==> src/rtl/fifo_pkg.sv <==
`default_nettype none
// ============================================================================
//  Module   : fifo_pkg
//  Purpose  : Shared definitions for the dual-clock FIFO (read and write
//             sides): default geometry, Gray/binary conversion helpers and
//             the output-stage operation encoding.
//  Ports    : none (package)
//  Revision : 1.0 - initial release
// ============================================================================
package fifo_pkg;

  // Default FIFO geometry, shared with the write side.
  localparam int C_ADDRESS_SIZE = 4;
  localparam int C_DATASIZE     = 8;

  // The conversion helpers work on a fixed maximum width. Callers zero-extend
  // their pointer into this width and size-cast the result back down.
  // Zero-extension is harmless in both directions because the leading zeros
  // convert to leading zeros.
  localparam int C_GRAY_W = 32;

  // Operation applied to the one-entry output register on a given cycle.
  typedef enum logic [1:0] {
    OS_HOLD  = 2'd0,
    OS_LOAD  = 2'd1,
    OS_CLEAR = 2'd2
  } out_op_e;

  function automatic logic [C_GRAY_W-1:0] bin2gray(input logic [C_GRAY_W-1:0] b);
    return b ^ (b >> 1);
  endfunction

  // Each binary bit is the XOR of all Gray bits at or above it.
  function automatic logic [C_GRAY_W-1:0] gray2bin(input logic [C_GRAY_W-1:0] g);
    logic [C_GRAY_W-1:0] b;
    b[C_GRAY_W-1] = g[C_GRAY_W-1];
    for (int i = C_GRAY_W - 2; i >= 0; i--) begin
      b[i] = b[i+1] ^ g[i];
    end
    return b;
  endfunction

endpackage
`default_nettype wire

==> src/rtl/fifo_out_stage.sv <==
`default_nettype none
// ============================================================================
//  Module   : fifo_out_stage
//  Purpose  : One-entry registered valid/ready output stage. A load captures
//             a new word (and may coincide with the consumer taking the old
//             one, giving one word per cycle); a handshake without a load
//             empties the stage; otherwise valid and data hold.
//  Ports    : clk      - clock
//             rst      - synchronous active-high reset (discards held word)
//             load_i   - capture data_i this cycle
//             data_i   - word to capture
//             ready_i  - consumer accepts the held word this cycle
//             valid_o  - stage holds a word
//             data_o   - held word (registered)
//  Revision : 1.0 - initial release
// ============================================================================
module fifo_out_stage
  import fifo_pkg::*;
#(
  parameter int DATASIZE = C_DATASIZE
) (
  input  logic                clk,
  input  logic                rst,
  input  logic                load_i,
  input  logic [DATASIZE-1:0] data_i,
  input  logic                ready_i,
  output logic                valid_o,
  output logic [DATASIZE-1:0] data_o
);

  logic                valid_q, valid_d;
  logic [DATASIZE-1:0] data_q,  data_d;
  out_op_e             w_op;

  // Load wins over clear: a simultaneous consume and load keeps valid high.
  always_comb begin
    w_op = OS_HOLD;
    if (load_i) begin
      w_op = OS_LOAD;
    end else if (valid_q && ready_i) begin
      w_op = OS_CLEAR;
    end
  end

  always_comb begin
    valid_d = valid_q;
    data_d  = data_q;
    case (w_op)
      OS_LOAD: begin
        valid_d = 1'b1;
        data_d  = data_i;
      end
      OS_CLEAR: begin
        valid_d = 1'b0;
      end
      default: begin
      end
    endcase
  end

  always_ff @(posedge clk) begin
    if (rst) begin
      valid_q <= 1'b0;
      data_q  <= '0;
    end else begin
      valid_q <= valid_d;
      data_q  <= data_d;
    end
  end

  assign valid_o = valid_q;
  assign data_o  = data_q;

endmodule
`default_nettype wire

==> src/rtl/fifo_rd_port.sv <==
`default_nettype none
// ============================================================================
//  Module   : fifo_rd_port
//  Purpose  : Read-side port of the dual-clock FIFO. Owns the binary/Gray
//             read pointer, the registered empty flag, the RAM read address
//             and an occupancy count, and hands RAM words to the consumer
//             through a one-entry valid/ready output register.
//  Ports    : rclk      - read clock
//             rrst      - synchronous active-high reset
//             rq2_wptr  - Gray write pointer, already synchronized to rclk
//             rdata     - RAM read data (combinational from raddr)
//             raddr     - RAM read address (low bits of binary read pointer)
//             rptr      - registered Gray read pointer for the write domain
//             rempty    - registered empty flag
//             rcount    - registered count of words not yet fetched
//             m_valid   - output stage holds a word
//             m_ready   - consumer accepts the word this cycle
//             m_data    - registered output word
//  Revision : 1.0 - initial release
// ============================================================================
module fifo_rd_port
  import fifo_pkg::*;
#(
  parameter int ADDRESS_SIZE = C_ADDRESS_SIZE,
  parameter int DATASIZE     = C_DATASIZE
) (
  input  logic                    rclk,
  input  logic                    rrst,
  input  logic [ADDRESS_SIZE:0]   rq2_wptr,
  input  logic [DATASIZE-1:0]     rdata,
  output logic [ADDRESS_SIZE-1:0] raddr,
  output logic [ADDRESS_SIZE:0]   rptr,
  output logic                    rempty,
  output logic [ADDRESS_SIZE:0]   rcount,
  output logic                    m_valid,
  input  logic                    m_ready,
  output logic [DATASIZE-1:0]     m_data
);

  // Pointer width: one extra MSB distinguishes laps around the RAM.
  localparam int C_PW = ADDRESS_SIZE + 1;

  logic [C_PW-1:0] rbin_q,   rbin_d;
  logic [C_PW-1:0] rptr_q,   rptr_d;
  logic [C_PW-1:0] rcount_q, rcount_d;
  logic            rempty_q, rempty_d;
  logic [C_PW-1:0] w_wbin;
  logic            w_fetch;

  // A word is pulled from RAM whenever one is available and the output
  // register is free or being emptied this same cycle.
  assign w_fetch = !rempty_q && (!m_valid || m_ready);

  always_comb begin
    rbin_d   = rbin_q + C_PW'(w_fetch);
    rptr_d   = C_PW'(bin2gray(C_GRAY_W'(rbin_d)));
    w_wbin   = C_PW'(gray2bin(C_GRAY_W'(rq2_wptr)));
    // Comparing against the post-fetch pointer makes empty assert on the
    // same edge that takes the last word, so no extra fetch can follow.
    rempty_d = (rptr_d == rq2_wptr);
    // Modulo-2^(ADDRESS_SIZE+1) difference covers pointer wrap and
    // multi-step write pointer jumps alike.
    rcount_d = w_wbin - rbin_d;
  end

  always_ff @(posedge rclk) begin
    if (rrst) begin
      rbin_q   <= '0;
      rptr_q   <= '0;
      rempty_q <= 1'b1;
      rcount_q <= '0;
    end else begin
      rbin_q   <= rbin_d;
      rptr_q   <= rptr_d;
      rempty_q <= rempty_d;
      rcount_q <= rcount_d;
    end
  end

  fifo_out_stage #(
    .DATASIZE (DATASIZE)
  ) u_out_stage (
    .clk     (rclk),
    .rst     (rrst),
    .load_i  (w_fetch),
    .data_i  (rdata),
    .ready_i (m_ready),
    .valid_o (m_valid),
    .data_o  (m_data)
  );

  assign raddr  = rbin_q[ADDRESS_SIZE-1:0];
  assign rptr   = rptr_q;
  assign rempty = rempty_q;
  assign rcount = rcount_q;

endmodule
`default_nettype wire
==> config.mk <==
export PLATFORM = sky130hd
export DESIGN_NAME = fifo_rd_port
export DESIGN_NICKNAME = d
export VERILOG_FILES = /design/src/rtl/fifo_pkg.sv /design/src/rtl/fifo_out_stage.sv /design/src/rtl/fifo_rd_port.sv
export SDC_FILE = /design/constraint.sdc
export NUM_CORES = 1
export LEC_CHECK = 0
export ABC_AREA = 0
export CAP_MARGIN = 10
export CORE_UTILIZATION = 47
export CTS_CLUSTER_DIAMETER = 120
export CTS_CLUSTER_SIZE = 40
export DETAILED_ROUTE_END_ITERATION = 8
export HOLD_SLACK_MARGIN = 0.06
export PLACE_DENSITY = 0.82
export SLEW_MARGIN = 20
export SYNTH_ARGS = -nofsm -noshare
export SYNTH_HDL_FRONTEND = slang
export SYNTH_SLANG_ARGS = --single-unit
==> constraint.sdc <==
create_clock -name rclk -period 3.65 [get_ports rclk]
set_input_delay 0.5475 -clock rclk [delete_from_list [all_inputs] [get_ports rclk]]
set_output_delay 0.5475 -clock rclk [all_outputs]
set_load 0.1 [all_outputs]
# Yosys cells after proc, flatten, opt, wreduce, memory -nomap -nowiden
# Index checks and enable logic that the tools add are counted.
# op_classes
n_addsub	2
n_eq_ne	3
n_mux	3
bitwise_logic	5
reduce_logical	6
# ops
operator	n
adder 5 x 1 -> 5 bit	1
equality test 5 bit	1
subtractor 5 bit	1
bitwise XOR 5 x 4 -> 5 bit	1
two-way mux 2 bit	2
bitwise XOR 1 bit	4
equality test 2 x 1 -> 1 bit (second input constant)	1
equality test 2 bit (second input constant)	1
logical AND 1 bit	2
logical NOT 1 bit	2
case mux 1 bit (2 select lines)	1
nonzero test 2 bit	1
logical OR 1 bit	1
# totals
regBits	25
input_bits	16
output_inout_bits	24
word_cells	25

# Depth between registers and ports, before layout
# Gate-level depths: netlist (run 1).
# logic_depth
depth_word	6
mapped_depth	11
depth_no_buf	10

# Hierarchy
# From an unflattened synthesis (run 1), not the netlist that was laid out.
# hier_totals
hier_cells	110
area_unflattened_um2	1108.6
# by_module_without_submodules
mod	instances	cells_per_inst	area_per_inst_um2	seq_area_each_um2
fifo_rd_port	1	80	787.0	300.3
fifo_out_stage	1	30	321.6	180.2

# Least setup slack after synthesis (run 1)
# Ideal clock, no wire load.
# synth_timing
path_kind	reg2reg
from	reg u_out_stage.valid_q, in the netlist u_out_stage.valid_o
to	reg rcount_q[3], in the netlist rcount[3]
setup_ps	65
arrival_time_ps	3081
required_time_ps	3585
setup_slack_ps	504
stages_incl_launch_ff	12
n_path_buf	1
period_less_slack_ps	3146
path_cell_list	dfxtp_1 -> nand2b_1 -> nor2b_1 -> buf_2 -> ha_1 -> ha_1 -> inv_1 -> ha_1 -> nor2b_1 -> o31ai_1 -> xor3_1 -> nor2_1
# synth_via
elab_chain_len	5
# synth_rtl
element	line_no	rtl
from (decl)	fifo_out_stage.sv:31	logic valid_q, valid_d;
from (signal assigned)	fifo_out_stage.sv:66	valid_q <= valid_d;
logical NOT 1 bit	fifo_rd_port.sv:52	assign w_fetch = !rempty_q && (!m_valid || m_ready);
logical OR 1 bit	fifo_rd_port.sv:52	
logical AND 1 bit	fifo_rd_port.sv:52	
adder 5 x 1 -> 5 bit	fifo_rd_port.sv:55	rbin_d = rbin_q + C_PW'(w_fetch);
named net rbin_d[1]	fifo_rd_port.sv:43	logic [C_PW-1:0] rbin_q, rbin_d;
subtractor 5 bit	fifo_rd_port.sv:63	rcount_d = w_wbin - rbin_d;
to (signal assigned)	fifo_rd_port.sv:76	rcount_q <= rcount_d;
to (decl)	fifo_rd_port.sv:45	logic [C_PW-1:0] rcount_q, rcount_d;
# The timed path passes the listed nets, and every way through them passes these cells.
# A chain may end at the register's enable or synchronous reset.

# Worst setup path after layout (run 1)
# layout_timing
from	in rq2_wptr[4]
to	reg rcount_q[4], in the netlist rcount[4]
# layout_via
elab_chain_len	5
# layout_rtl
element	line_no	rtl
from (decl)	fifo_rd_port.sv:29	input logic [ADDRESS_SIZE:0] rq2_wptr,
bitwise XOR 1 bit (4 in a row)	fifo_pkg.sv:38	b[i] = b[i+1] ^ g[i];
subtractor 5 bit *	fifo_rd_port.sv:63	
# Mark *: on every way between the ends. The rest lies on a longest branch, timed or not.

==> Flow_metrics.wiki, run 1 <==
{| class="wikitable"
! Metric !! Value
|-
| Status || finished clean
|-
| Die area || 2550 µm²
|-
| Die span in y || slightly above 50 µm
|-
| Starting density of the core || ~50%
|-
| CP Class || input pin to flop
|-
| Final slew viol count || 0
|-
| Largest fanout of any net on the critical path || 5
|-
| Worst EP arrival || between 3 and 4 ns
|-
| Proportion of total power due to net switching || 41.2%
|-
| Slew margin rel. || 34.1%
|-
| Length of the first detailed-routing pass in iterations || 4
|-
| Count of max-cap constraint violations || 0
|-
| Area of the core region || between 2000 and 2500 µm²
|-
| Via-to-Cell Ratio || around 4.9
|-
| Global route total overflow || 0
|-
| Hold Violations, Final || 0
|-
| Wire length reported by the detailed router || about 2200 µm
|-
| Sequential share of power || ~34%
|-
| Number of warnings reported in the yosys synthesis log || 0
|-
| Endpoints failing setup || 0
|-
| Wire length of the first global-routing pass || 3420 µm
|-
| Worst-case hold slack || 0.468 ns
|-
| Number of input and output port buffers inserted || 39
|-
| Largest area contributor in the synthesized netlist || sky130_fd_sc_hd__dfxtp_1
|-
| Violation count after the first detailed-routing iteration || 12
|-
| Clock power share || 22.2%
|-
| Worst ir drop on vdd || between 500 and 600 µV
|-
| Total via count in the routed design || a little under 900
|-
| NetSw || roughly 0.36 mW
|-
| Count of cell types in the netlist || 27
|-
| Mapped Area || approximately 1100 µm²
|-
| Number of antenna-violating nets in the routed design || 0
|-
| Multi-input gate area in the final layout || slightly above 600 µm²
|-
| Area of all sequential standard cells || ~480 µm²
|-
| Number of fillers in the final layout || ~170
|-
| Cells resized by post-CTS repair || 0
|-
| Internal Dissipation || just over 0.5 mW
|-
| Clock root buffer || sky130_fd_sc_hd__clkbuf_4
|-
| Pin count of the biggest net entering global routing || 25
|-
| Number of register bits inferred by synthesis || 24
|-
| Number of top-level pins || 40
|-
| Setup repair after global routing missed its margin || no
|-
| Number of hold-repair buffers added at the cts stage || 0
|-
| Max Freq || approximately 330 MHz
|-
| ANT cells || 0
|-
| Mean area per synthesized cell || slightly above 10 µm²
|-
| Syn Nets || 130
|-
| CTS max path bufs || 2
|-
| Layout Area Growth over Synthesis || 42.8%
|-
| Placer congestion estimate || approximately 0.86
|-
| Clock tree from TritonCTS || built
|-
| Class of the tightest hold or removal check || flop to flop
|-
| Power consumption || about 0.87 mW
|-
| TritonCTS Buffers || 3
|-
| Power density over the cells || about 550 nW/µm²
|-
| Final worst-path cycle share || between 80 and 90%
|-
| Number of buffers inserted to repair setup after CTS || 0
|-
| Wire length per cell || 12.1 µm
|-
| Final setup skew || around 0.0078 ns
|-
| Instance count after placement with tap cells included || approximately 170
|-
| Site Rows || 17
|-
| Combinational power share || around 44%
|-
| Number of design rule violations left after detail routing || 0
|-
| Slew at the pin closest to its max-slew limit || 0.985 ns
|-
| Clock period minus worst slack || between 3 and 4 ns
|-
| Accumulated negative setup slack || 0 ns
|-
| Final layout net count || 172
|-
| Top cell type's share of synthesized area || between 40% and 50%
|-
| Die Span X || between 50 and 60 µm
|-
| Initial antenna violation count || 0
|-
| WP data required || just under 4 ns
|-
| Layout cell share with drive strength beyond 1 || under 10%
|-
| CTS clk-pin slew, worst paths || between 0.1 and 0.15 ns
|-
| Leakage power || ~0.66 nW
|-
| Synth top area cells || sky130_fd_sc_hd__dfxtp_1 43%, sky130_fd_sc_hd__mux2i_1 7.2%, sky130_fd_sc_hd__nor2_1 7.1%
|-
| Category of the worst setup path launch point || input pin
|-
| Post-synthesis sequential area ratio || a little over two fifths
|-
| Vias in the first global route || roughly 790
|-
| Clock Sinks || 24
|-
| Number of levels in the clock H-tree || 1
|-
| Combined global-route utilization of all metal layers || between 10% and 20%
|-
| Non-Filler Instances || between 150 and 200
|-
| Half-perimeter wire length after placement || between 1500 and 2000 µm
|-
| Post-synthesis cell count || roughly 110
|-
| Critical Path Sink Type || flop
|-
| Skew-Pair Late Insertion Delay || around 0.32 ns
|}
[worst paths after layout]
| check | cells after the start | endpoint | slack, ns | from |
|---|---|---|---|---|
| worst max-delay path | 10 | rcount[4] | 0.65 | rq2_wptr[4] |
| worst min-delay path | 1 | u_out_stage.valid_o | 0.47 | rempty |
| worst max register to register | 10 | rcount[3] | 1.17 | u_out_stage.valid_o |
| worst min register to register | 1 | u_out_stage.valid_o | 0.47 | rempty |
[area by class of cell]
class	count	share of cell area, %
Multi-Input combinational cell	80	38.4
Sequential cell	24	30.4
Timing Repair Buffer	40	25.2
Tap cell	28	2.22
Clock inverter	1	1.90
Clock buffer	3	1.43
Inverter	2	0.475
[state kept, by name, summed over array words and instances (netlist names)]
register and cells:
rempty 1, u_out_stage.data_o 8, rcount 5, u_out_stage.valid_o 1, rptr 4, rbin_q 5
[power groups by stage]
| stage | Sequential (mW) | Clock (mW) | Combinational, mW |
|---|---|---|---|
| after global routing | 0.301 | 0.207 | 0.400 |
| after detailed placement | 0.304 | 0 | 0.379 |
| after CTS | 0.299 | 0.194 | 0.382 |
| final | 0.299 | 0.194 | 0.380 |
| after global placement | 0.304 | 0 | 0.376 |
| after floorplan | 0.496 | 0 | 0.0971 |
[per-layer routing]
metal | track usage (%) | vias up | part of all wire (%)
met1 | 23.9 | 409 | 47
met2 | 28.4 | 25 | 48
met3 | 3.94 | 6 | 3.3
met5 | 0 | - | 0
li1 | - | 441 | -
met4 | 7.87 | 0 | 1.4
[critical path, cell delays in order]
cell and delay, ns:
sky130_fd_sc_hd__clkdlybuf4s50_1 0.53, sky130_fd_sc_hd__xnor3_2 0.51, sky130_fd_sc_hd__xor2_1 0.34, sky130_fd_sc_hd__xor2_1 0.12, sky130_fd_sc_hd__ha_1 0.23, sky130_fd_sc_hd__fa_1 0.41, sky130_fd_sc_hd__o21ai_1 0.11, sky130_fd_sc_hd__o211ai_1 0.13
sky130_fd_sc_hd__a21o_1 0.20, sky130_fd_sc_hd__a21oi_1 0.11
[through the flow]
step	setup WS (ns)	cell area (µm²)	util (%)
global route	0.493	1580	71.4
global placement	0.464	1530	69.0
floorplan	0.504	1110	-
CTS	0.678	1580	71.4
detailed placement	0.367	1530	69.0
finish	0.648	1580	71.4
[logic make-up after synthesis]
family | count (synthesis) | share of synthesized area, %
AND/OR/NAND/NOR | 36 | 13.9
flip-flops | 24 | 43.4
XOR/XNOR | 20 | 20.5
AO/OA/AOI/OAI | 10 | 5.77
multiplexers | 9 | 8.26
buffers and inverters | 5 | 1.81
adder cells (fa/ha/maj) | 5 | 6.34
[cells in the final DEF (no fill, tap or decap)]
master                             n
sky130_fd_sc_hd__fa_1              1
sky130_fd_sc_hd__nor2_1           21
sky130_fd_sc_hd__clkbuf_4          3
sky130_fd_sc_hd__bufinv_16         1
sky130_fd_sc_hd__inv_1             2
sky130_fd_sc_hd__o21ai_1           1
sky130_fd_sc_hd__o31ai_1           1
sky130_fd_sc_hd__clkdlybuf4s50_1  39
sky130_fd_sc_hd__xor3_1            1
sky130_fd_sc_hd__a31oi_1           1
sky130_fd_sc_hd__nand2b_1          1
sky130_fd_sc_hd__xor2_1            8
sky130_fd_sc_hd__a41o_1            1
sky130_fd_sc_hd__nand3_1           3
sky130_fd_sc_hd__xnor3_1           1
sky130_fd_sc_hd__ha_1              4
sky130_fd_sc_hd__mux2_2            1
sky130_fd_sc_hd__dfxtp_1          24
sky130_fd_sc_hd__o211ai_1          1
sky130_fd_sc_hd__a21oi_1           3
sky130_fd_sc_hd__nor2b_1           5
sky130_fd_sc_hd__a21o_1            1
sky130_fd_sc_hd__xnor3_2           1
sky130_fd_sc_hd__xnor2_1           8
sky130_fd_sc_hd__buf_4             1
sky130_fd_sc_hd__mux2i_1           8
sky130_fd_sc_hd__xor2_2            1
sky130_fd_sc_hd__o21ai_0           1
sky130_fd_sc_hd__nand2_1           6
[synth_stat cells]
master                     instances
sky130_fd_sc_hd__nor2b_1           5
sky130_fd_sc_hd__nand2b_1          1
sky130_fd_sc_hd__a21oi_1           3
sky130_fd_sc_hd__dfxtp_1          24
sky130_fd_sc_hd__fa_1              1
sky130_fd_sc_hd__mux2_2            1
sky130_fd_sc_hd__clkbuf_1          2
sky130_fd_sc_hd__a21o_1            1
sky130_fd_sc_hd__o211ai_1          1
sky130_fd_sc_hd__mux2i_1           8
sky130_fd_sc_hd__o21ai_0           1
sky130_fd_sc_hd__nor2_1           21
sky130_fd_sc_hd__o21ai_1           1
sky130_fd_sc_hd__buf_2             1
sky130_fd_sc_hd__xnor3_1           1
sky130_fd_sc_hd__xor2_2            1
sky130_fd_sc_hd__o31ai_1           1
sky130_fd_sc_hd__nand3_1           3
sky130_fd_sc_hd__ha_1              4
sky130_fd_sc_hd__a31oi_1           1
sky130_fd_sc_hd__xor3_1            1
sky130_fd_sc_hd__xnor2_1           8
sky130_fd_sc_hd__a41o_1            1
sky130_fd_sc_hd__nand2_1           6
sky130_fd_sc_hd__xor2_1            8
sky130_fd_sc_hd__inv_1             2
sky130_fd_sc_hd__xnor3_2           1
(Power assumes the default switching activity.)
==> run 2: changes to the inputs <==
CORE_UTILIZATION = 43   (was 47)
PLACE_DENSITY = 0.75   (was 0.82)
clock period = 3.1 ns   (was 3.65 ns; I/O delays follow)
==> Flow_metrics.wiki, run 2 (synthesized netlist as in run 1, its figures left out) <==
{| class="wikitable"
! Metric !! Value
|-
| Power consumption || 1.02 mW
|-
| Maximum single-stage delay on the critical path || around 0.50 ns
|-
| Class of the tightest hold or removal check || flop to flop
|-
| Number of buffers inserted to repair setup after CTS || 0
|-
| Number of antenna-violating nets in the routed design || 0
|-
| Count of buffering cells on the critical path with inverters included || 1
|-
| Slew at the pin closest to its max-slew limit || around 0.85 ns
|-
| Initial antenna violation count || 0
|-
| CP Class || input pin to flop
|-
| Startpoint of the worst hold path || rempty
|-
| Slew margin rel. || 43.3%
|-
| Number of top-level pins || 40
|-
| Endpoint of the lowest-slack register-to-register path || rcount[3]
|-
| Max Freq || roughly 360 MHz
|-
| Site Rows || 18
|-
| FF-to-FF path depth || 10
|-
| Number of flip-flops under the largest register name || 8
|-
| Total via count in the routed design || just under 900
|-
| Length of the first detailed-routing pass in iterations || 4
|-
| CP Cell Sequence || clkdlybuf4s50_1 > xnor3_2 > xor2_1 > xor2_1 > ha_1 > fa_1 > o21ai_1 > o211ai_1 > a21o_1 > a21oi_1
|-
| Skew-Pair Late Insertion Delay || between 0.3 and 0.4 ns
|-
| Status || finished clean
|-
| Number of input and output port buffers inserted || 39
|-
| Worst-case hold slack || 0.463 ns
|-
| Final worst-path cycle share || between 80% and 90%
|-
| Count of max-cap constraint violations || 0
|-
| Global route total overflow || 0
|-
| Die span in y || around 53 µm
|-
| Layout cell share with drive strength beyond 1 || roughly a quarter
|-
| Setup repair after global routing missed its margin || no
|-
| Startpoint of the lowest-slack register-to-register path || u_out_stage.valid_o
|-
| Half-perimeter wire length after placement || between 1500 and 2000 µm
|-
| Die area || 2780 µm²
|-
| Number of levels in the clock H-tree || 1
|-
| Cell type with the highest occurrence count on the critical path || sky130_fd_sc_hd__xor2_1
|-
| Clock root buffer || sky130_fd_sc_hd__clkbuf_4
|-
| CTS clk-pin slew, worst paths || between 0.1 and 0.15 ns
|-
| Cells resized by post-CTS repair || 0
|-
| Area of all sequential standard cells || approximately 480 µm²
|-
| Worst reg-to-reg setup slack || 0.74 ns
|-
| Largest delay share family, worst path || XOR/XNOR gates
|-
| CTS max path bufs || 2
|-
| Combined global-route utilization of all metal layers || between 15 and 20%
|-
| ANT cells || 0
|-
| TritonCTS Buffers || 3
|-
| Accumulated negative setup slack || 0 ns
|-
| Area of the core region || ~2500 µm²
|-
| Hold Crit Depth || 1
|-
| Final slew viol count || 0
|-
| Largest fanout of any net on the critical path || 5
|-
| Worst ir drop on vdd || approximately 550 µV
|-
| Layout Area Growth over Synthesis || 41.1%
|-
| Commonest non-fill, non-tap cells in the layout || 30 x sky130_fd_sc_hd__buf_4, 23 x sky130_fd_sc_hd__dfxtp_1, 21 x sky130_fd_sc_hd__nor2_1
|-
| Number of hold-repair buffers added at the cts stage || 0
|-
| Wire length per cell || 11.8 µm
|-
| Multi-input gate area in the final layout || 606 µm²
|-
| Starting density of the core || around 45%
|-
| Layout Utilization || between 60 and 70%
|-
| Clock Sinks || 24
|-
| Number of fillers in the final layout || 219
|-
| Commonest non-fill, non-tap cell in the layout || sky130_fd_sc_hd__buf_4
|-
| WP data required || roughly 3.3 ns
|-
| Leakage power || between 0.7 and 0.8 nW
|-
| Power density over the cells || 655 nW/µm²
|-
| Category of the worst setup path launch point || input pin
|-
| Clock tree from TritonCTS || built
|-
| Wire length reported by the detailed router || about 2200 µm
|-
| Critical Path Sink Type || flop
|-
| CP max-delay cell || sky130_fd_sc_hd__xnor3_2
|-
| Worst EP arrival || approximately 3.0 ns
|-
| Violation count after the first detailed-routing iteration || 3
|-
| Clock period minus worst slack || around 2.8 ns
|-
| Hold Crit Endpoint || u_out_stage.valid_o
|-
| Number of design rule violations left after detail routing || 0
|-
| Endpoints failing setup || 0
|-
| Placer congestion estimate || a little under 0.8
|-
| Final layout net count || between 150 and 200
|-
| Die Span X || ~53 µm
|-
| Pin count of the biggest net entering global routing || 25
|-
| Via-to-Cell Ratio || roughly 4.8
|-
| Wire length of the first global-routing pass || between 3000 and 4000 µm
|-
| Vias in the first global route || between 700 and 800
|-
| Hold Violations, Final || 0
|-
| Final setup skew || 0.00214 ns
|}
==> run 2: cell count changes in the layout (fill, tap and decap cells not counted), sizes merged <==
| cell | before | now |
|---|---|---|
| clkdlybuf4s50 | 39 | 15 |
| buf | 1 | 30 |
==> run 2: area by class of cell <==
cell class              instances  share of cell area (%)
flip-flops and latches         24                    30.9
well taps                      30                    2.41
inverters                       2                   0.481
multi-input cells              80                    38.8
repair buffers                 45                    24.1
clock inverters                 1                    1.92
clock buffers                   3                    1.44
==> run 2: how the worst max path moves through the flow <==
stage	startpoint	end	slack (ns)	depth (start not counted)
floorplan	rempty	rcount[3]	0.15	10
global placement	rq2_wptr[4]	rcount[4]	0.07	10
detailed placement	rq2_wptr[4]	rcount[4]	0.03	10
CTS	rq2_wptr[4]	rcount[4]	0.35	10
global route	rq2_wptr[4]	rcount[4]	0.20	10
finish	rq2_wptr[4]	rcount[4]	0.34	10
==> run 2: metrics by stage <==
| stage | cells | area, µm² | setup slack (ns) |
|---|---|---|---|
| 6_report | 185 | 1560 | 0.341 |
| 5_1_grt | 185 | 1560 | 0.200 |
| 4_1_cts | 185 | 1560 | 0.353 |
| 3_5_place_dp | 181 | 1510 | 0.0335 |
| 3_3_place_gp | 181 | 1510 | 0.0695 |
| 2_1_floorplan | 109 | 1110 | 0.147 |
==> run 2: where the power goes <==
| group | switching (mW) | internal (mW) | total, mW | leakage (nW) |
|---|---|---|---|---|
| combinational | 0.315 | 0.128 | 0.442 | 0.501 |
| sequential | 0.0129 | 0.340 | 0.353 | 0.198 |
| clock | 0.0967 | 0.131 | 0.227 | 0.0279 |
| total | 0.424 | 0.598 | 1.02 | 0.727 |
==> run 2: metal layers <==
layer | vias to the layer above | wire [µm] | GRT usage (%)
met3 | 2 | 82 | 2.61
met4 | 0 | 15 | 7.89
met1 | 417 | 1020 | 20.3
met2 | 18 | 1070 | 27.2
li1 | 451 | - | -
met5 | - | 0 | 0
==> run 3: changes to the inputs <==
ABC_CLOCK_PERIOD_IN_PS = 3100   (was unset)
GPL_ROUTABILITY_DRIVEN = 0   (was unset)
SLEW_MARGIN = unset   (was 20)
==> results of run 3 <==
The final DEF is identical to that of run 2; final timing and power are the same.
